File: config.mk
export PLATFORM = sky130hd
export DESIGN_NAME = delay_scheduler
export DESIGN_NICKNAME = d
export VERILOG_FILES = /design/src/rtl/delay_scheduler.sv
export SDC_FILE = /design/constraint.sdc
export NUM_CORES = 1
export LEC_CHECK = 0
export CORE_UTILIZATION = 47
export CTS_CLUSTER_DIAMETER = 50
export DETAILED_ROUTE_END_ITERATION = 6
export GPL_TIMING_DRIVEN = 0
export PLACE_DENSITY = 0.9
export SLEW_MARGIN = 20
export SYNTH_ARGS = -nofsm -noshare
export SYNTH_HDL_FRONTEND = slang
export SYNTH_SLANG_ARGS = --single-unit
File: constraint.sdc
create_clock -name CLK -period 2.68 [get_ports CLK]
set_clock_uncertainty 0.05 [all_clocks]
set_input_delay 0.402 -clock CLK [delete_from_list [all_inputs] [get_ports CLK]]
set_output_delay 0.402 -clock CLK [all_outputs]
set_load 0.02 [all_outputs]
File: src/rtl/delay_scheduler.sv
// Shares one microsecond delay timer among NUM_REQ requesters, round-robin.
// Latency: grant the edge after req is sampled; done delay_us*CLOCK_SPEED_MHZ edges later.
// Backpressure: none; requesters hold req level until done, and dropping req aborts the delay.
module delay_scheduler #(
    parameter int CLOCK_SPEED_MHZ = 12,
    parameter int NUM_REQ         = 4,
    parameter int DELAY_W         = 16
) (
    input  logic                       CLK,
    input  logic                       RST,
    input  logic [NUM_REQ-1:0]         req,
    input  logic [NUM_REQ*DELAY_W-1:0] delay_us,
    output logic [NUM_REQ-1:0]         grant,
    output logic [NUM_REQ-1:0]         done,
    output logic                       busy
);

    localparam int IDX_W = $clog2(NUM_REQ);
    localparam int PS_W  = $clog2(CLOCK_SPEED_MHZ);
    localparam logic [PS_W-1:0]    PS_LAST = PS_W'(CLOCK_SPEED_MHZ - 1);
    localparam logic [NUM_REQ-1:0] BIT0    = NUM_REQ'(1);

    typedef enum logic [1:0] {
        IDLE,
        RUN,
        DONE
    } state_t;

    state_t               state;
    logic [IDX_W-1:0]     winner;
    logic [IDX_W-1:0]     rr_ptr;
    logic [PS_W-1:0]      prescaler;
    logic [DELAY_W-1:0]   remaining;

    logic                 win_vld;
    logic [IDX_W-1:0]     win_idx;
    logic [IDX_W-1:0]     cand;
    logic [DELAY_W-1:0]   win_delay;

    function automatic logic [IDX_W-1:0] wrap_add(input logic [IDX_W-1:0] base, input int off);
        int sum;
        sum = (int'(base) + off) % NUM_REQ;
        return IDX_W'(sum);
    endfunction

    // Scan downward so the candidate closest to rr_ptr is the last one to land.
    always_comb begin
        win_vld = 1'b0;
        win_idx = '0;
        cand    = '0;
        for (int k = NUM_REQ - 1; k >= 0; k--) begin
            cand = wrap_add(rr_ptr, k);
            if (req[cand]) begin
                win_vld = 1'b1;
                win_idx = cand;
            end
        end
    end

    assign win_delay = delay_us[win_idx*DELAY_W +: DELAY_W];

    always_ff @(posedge CLK) begin
        if (RST) begin
            state     <= IDLE;
            winner    <= '0;
            rr_ptr    <= '0;
            prescaler <= '0;
            remaining <= '0;
            grant     <= '0;
            done      <= '0;
            busy      <= 1'b0;
        end else begin
            done <= '0;
            case (state)
                IDLE: begin
                    if (win_vld) begin
                        winner    <= win_idx;
                        remaining <= win_delay;
                        prescaler <= '0;
                        busy      <= 1'b1;
                        if (win_delay != '0) begin
                            grant <= BIT0 << win_idx;
                            state <= RUN;
                        end else begin
                            // Zero delay skips the timer entirely; grant never rises.
                            done  <= BIT0 << win_idx;
                            state <= DONE;
                        end
                    end
                end
                RUN: begin
                    if (!req[winner]) begin
                        // Owner withdrew: release silently, abort wins over any tick.
                        state  <= IDLE;
                        grant  <= '0;
                        busy   <= 1'b0;
                        rr_ptr <= wrap_add(winner, 1);
                    end else if (prescaler == PS_LAST) begin
                        prescaler <= '0;
                        remaining <= remaining - DELAY_W'(1);
                        if (remaining == DELAY_W'(1)) begin
                            state <= DONE;
                            grant <= '0;
                            done  <= BIT0 << winner;
                        end
                    end else begin
                        prescaler <= prescaler + PS_W'(1);
                    end
                end
                DONE: begin
                    state  <= IDLE;
                    busy   <= 1'b0;
                    rr_ptr <= wrap_add(winner, 1);
                end
                default: begin
                    state <= IDLE;
                    grant <= '0;
                    busy  <= 1'b0;
                end
            endcase
        end
    end

endmodule

==> results.rst <==
.. list-table::
   :header-rows: 1

   * - Metric
     - Value
   * - Share of Yosys cell area claimed by the top area cell type
     - between 20% and 30%
   * - Number of I/O port buffers
     - between 70 and 80
   * - Fraction of layout cells with a size suffix above 1
     - approximately 12%
   * - Highest-utilization routing layer at the global route stage
     - met2
   * - Proportion of synthesized flip-flops having asynchronous set or reset
     - 0%
   * - Worst Hold Path Cells
     - 2
   * - Transition time of the tightest slew-check pin
     - 0.759 ns
   * - Final worst slack
     - between 0.1 and 0.15 ns
   * - Area fraction in compound gates after synthesis
     - 16.1%
   * - Setup violators final
     - 0
   * - Number of antenna repair diodes
     - 0
   * - Critical Path Max Stage Delay
     - ~0.3 ns
   * - Final standard cell count with taps included and fillers excluded
     - 481
   * - Boundary Pins
     - roughly 80
   * - Met2 Use GR
     - a little under half
   * - Synthesized-area fraction occupied by adder cells
     - between 3 and 4%
   * - Commonest cells after routing, fill and taps aside
     - sky130_fd_sc_hd__clkdlybuf4s50_1 (74), sky130_fd_sc_hd__nor2_1 (37), sky130_fd_sc_hd__mux2i_1 (34), sky130_fd_sc_hd__dfxtp_1 (34), sky130_fd_sc_hd__nand2_1 (30)
   * - Total clock buffers created by CTS
     - 5
   * - Routed via count divided by cell count
     - approximately 5.8
   * - DP Wirelength
     - about 5500 µm
   * - Starting density of the core
     - just under 50%
   * - Share of cell area taken by muxes after synthesis
     - 22.0%
   * - Routability cong.
     - 0.933
   * - Top_reg_cell synth
     - sky130_fd_sc_hd__dfxtp_1
   * - Average cell area after synthesis
     - 7.96 µm²
   * - Maximum clock frequency
     - 388 MHz
   * - Fin. Hold Viols
     - 0
   * - Fillers
     - around 390
   * - Post-synthesis instance area
     - roughly 2600 µm²
   * - Horizontal die dimension
     - 75.9 µm
   * - Minimum setup slack after placement
     - -0.777 ns
   * - First-pass GRT wire length
     - roughly 11000 µm
   * - Final critical-path required period
     - approximately 2.6 ns
   * - Critical path peak fanout
     - 7
   * - Die Y-Extent
     - around 76 µm
   * - Dominant combinational cell family by area after synthesis
     - simple AND/OR/NAND/NOR gates
   * - FF-to-FF setup slack
     - ~0.11 ns
   * - Most frequent standard cell in the layout excluding fill and tap cells
     - sky130_fd_sc_hd__clkdlybuf4s50_1
   * - CTS tree
     - yes
   * - Hold buffer count at cts
     - 0
   * - Data required time of the critical path
     - about 2.9 ns
   * - Die ar.
     - between 5000 and 6000 µm²
   * - Peak supply drop
     - approximately 0.35 mV
   * - Crit Reg-Reg Endpoint
     - grant[1]
   * - Cell chosen for the clock root
     - sky130_fd_sc_hd__clkbuf_8
   * - Run status
     - completed
   * - Post-detailed-routing wire length
     - 7320 µm
   * - Crit-path most repeated cell
     - sky130_fd_sc_hd__buf_6
   * - Share of the clock period used by the worst path
     - 96.2%
   * - Synthesized flop and latch total
     - 35
   * - Detailed-route DRC error count
     - 0
   * - Mean routed wirelength per cell
     - roughly 15 µm
   * - Maximum number of buffers from clock root to sink
     - 2
   * - Sequential Area
     - roughly 700 µm²
   * - Power density of the placed cells
     - roughly 470 nW/µm²
   * - Total vias in the final route
     - approximately 2.8k
   * - Number of different library cells in the post-synthesis netlist
     - 45
   * - Depth of the most critical reg-to-reg path
     - 12
   * - Crit path launch type
     - input port
   * - Syn nets
     - 399
   * - Slowest cell on crit path
     - sky130_fd_sc_hd__dlygate4sd2_1
   * - Clock sink count
     - 35
   * - Critical Setup Path Class
     - input port to flop
   * - Sort of element at the end of the critical path
     - flop
   * - Cell types with the largest area share after synthesis
     - sky130_fd_sc_hd__dfxtp_1 (27%), sky130_fd_sc_hd__mux2i_1 (14%), sky130_fd_sc_hd__mux2_2 (5.7%), sky130_fd_sc_hd__nor2_1 (5.6%), sky130_fd_sc_hd__a21oi_1 (5.1%)
   * - Final hold slack
     - 0.432 ns
   * - Number of placement rows
     - 26
   * - Hold Path Origin
     - grant[3]
   * - Sequential area share after synthesis
     - a little over a quarter
   * - Total Negative Setup Slacks
     - 0 ns
   * - Largest net degree at the start of global routing
     - 12
   * - Worst hold endpoint
     - grant[3]
   * - Grt met1 use
     - a little under a third
   * - Standby leakage power
     - 1.35 nW
   * - Arrival time of the worst setup path
     - 2.74 ns
   * - Placed cell count
     - between 400 and 500
   * - Post-Synthesis Cells
     - about 320
   * - Remaining Overflow, GRT
     - 0
   * - Combined global-route utilization of all metal layers
     - 26.1%
   * - Number of antenna violations at the first check in global routing
     - 0
   * - Area fraction in and, or, nand and nor cells after synthesis
     - 24.7%
   * - Area taken by multi-input logic gates
     - 1770 µm²
   * - Placeable Area
     - just over 5000 µm²
   * - H-tree levels
     - 2
   * - Area growth, synth to finish
     - 42.0%
   * - Total iterations of the first detailed-routing run
     - 5
   * - Post-synth EDFFs
     - 0
   * - Number of global-route vias before repair
     - 2473
   * - Worst min path class
     - flop to flop
   * - Layout Utilization
     - about 70%
   * - Post-layout nets
     - 487
   * - Reported max-cap violation count
     - 0
   * - Worst path cell trace
     - dlygate4sd2_1 -> a21oi_2 -> o21a_1 -> o22a_1 -> buf_6 -> buf_4 -> mux2i_1 -> mux2_2 -> nand4_4 -> nor4_4 -> buf_6 -> o21ai_4 -> o32ai_2
   * - Met3 Usage GRT
     - 5.42%
   * - Worst-Skew Late Latency
     - 0.30 ns
   * - Count of warnings emitted by yosys
     - 0
   * - Rel. slew slack
     - between 40 and 50%
   * - Number of routed nets with antenna violations
     - 0
   * - Clock-pin slew reported for the worst setup and hold paths after clock tree synthesis
     - around 0.080 ns
   * - Max Transition Viols Final
     - 0
   * - Xor and xnor fraction of the mapped netlist area
     - roughly 1.0%
   * - Dominant cell type by area after synthesis
     - sky130_fd_sc_hd__dfxtp_1
   * - Drt first-iter violations
     - between 200 and 300
   * - Worst reg2reg startpoint
     - rr_ptr[1]
==> critical path, delay by kind of cell <==
kind,cells,cell delay [ns]
muxes,2,0.38
buffers and inverters,4,0.78
and+or+nand+nor,2,0.42
AOI/OAI and AO/OA,5,0.75
==> routing by layer <==
metal  wire, µm  up-vias
met5          0        -
met4        184        0
met3        513       22
met2       3690      143
met1       2930     1282
li1           -     1337
==> cell type report <==
type	count	area share (%)
Tap cell	70	2.41
Inverter	9	0.928
Buffer	19	3.64
Sequential cell	35	19.3
Timing Repair Buffer	82	22.7
Clock inverter	2	0.344
Clock buffer	6	1.99
Multi-Input combinational cell	258	48.7
==> kinds of logic (layout without fill, tap and decap cells) <==
logic type,after synthesis,count (layout)
xor gates and xnor gates,3,3
DFF,35,35
AOI/OAI and AO/OA,69,69
muxes,52,52
and+or+nand+nor,127,127
buffers and inverters,29,118
adders and majority gates,7,7
==> sequential cells by signal (all words and copies together), names as in the netlist <==
signal	cells
grant	4
remaining	16
rr_ptr	2
done	4
prescaler	4
state	2
winner	2
busy	1
==> worst max path at each step <==
stage                     depth (start not counted)  startpoint       end  slack, ns
after floorplan                                  12   rr_ptr[1]  grant[0]       0.24
after CTS                                        13   rr_ptr[1]  grant[0]      -0.01
after global routing                             12   rr_ptr[0]  grant[1]    -0.0006
after global placement                           12      req[0]  grant[0]      -0.66
final                                            13      req[1]  grant[1]       0.10
after detailed placement                         12      req[0]  grant[0]      -0.78
==> cells in the mapped netlist, drive strengths merged, types with 6 or more instances <==
cell / n
o21ai: 19
nand2: 30
mux2i: 35
a21oi: 26
nand4: 6
buf: 8
mux2: 16
ha: 7
a22oi: 7
nand3: 7
nor4: 6
nor2: 38
inv: 9
clkbuf: 12
nand2b: 10
dfxtp: 35
nor3: 21
==> timing repair <==
item,in CTS,in global routing
pin swaps,2,5
resized for setup,13,16
hold endpoints to repair,0,0
setup endpoints to repair,26,13
gates cloned,0,1
setup buffers,2,1
==> where the power goes <==
group / leakage, nW / total, W / switching (W) / internal, W
Sequential: 0.287 / 0.000617 / 0.0000483 / 0.000569
Combinational: 1.02 / 0.000709 / 0.000367 / 0.000343
Clock: 0.0412 / 0.000387 / 0.000206 / 0.000182
==> through the flow <==
step	cell area [µm²]	power (W)
after floorplan	2560	0.00106
after global placement	3430	0.00126
after detailed placement	3430	0.00129
after CTS	3560	0.00167
after global routing	3640	0.00181
final	3640	0.00171
Note: power is estimated with default switching activity, not from simulation.
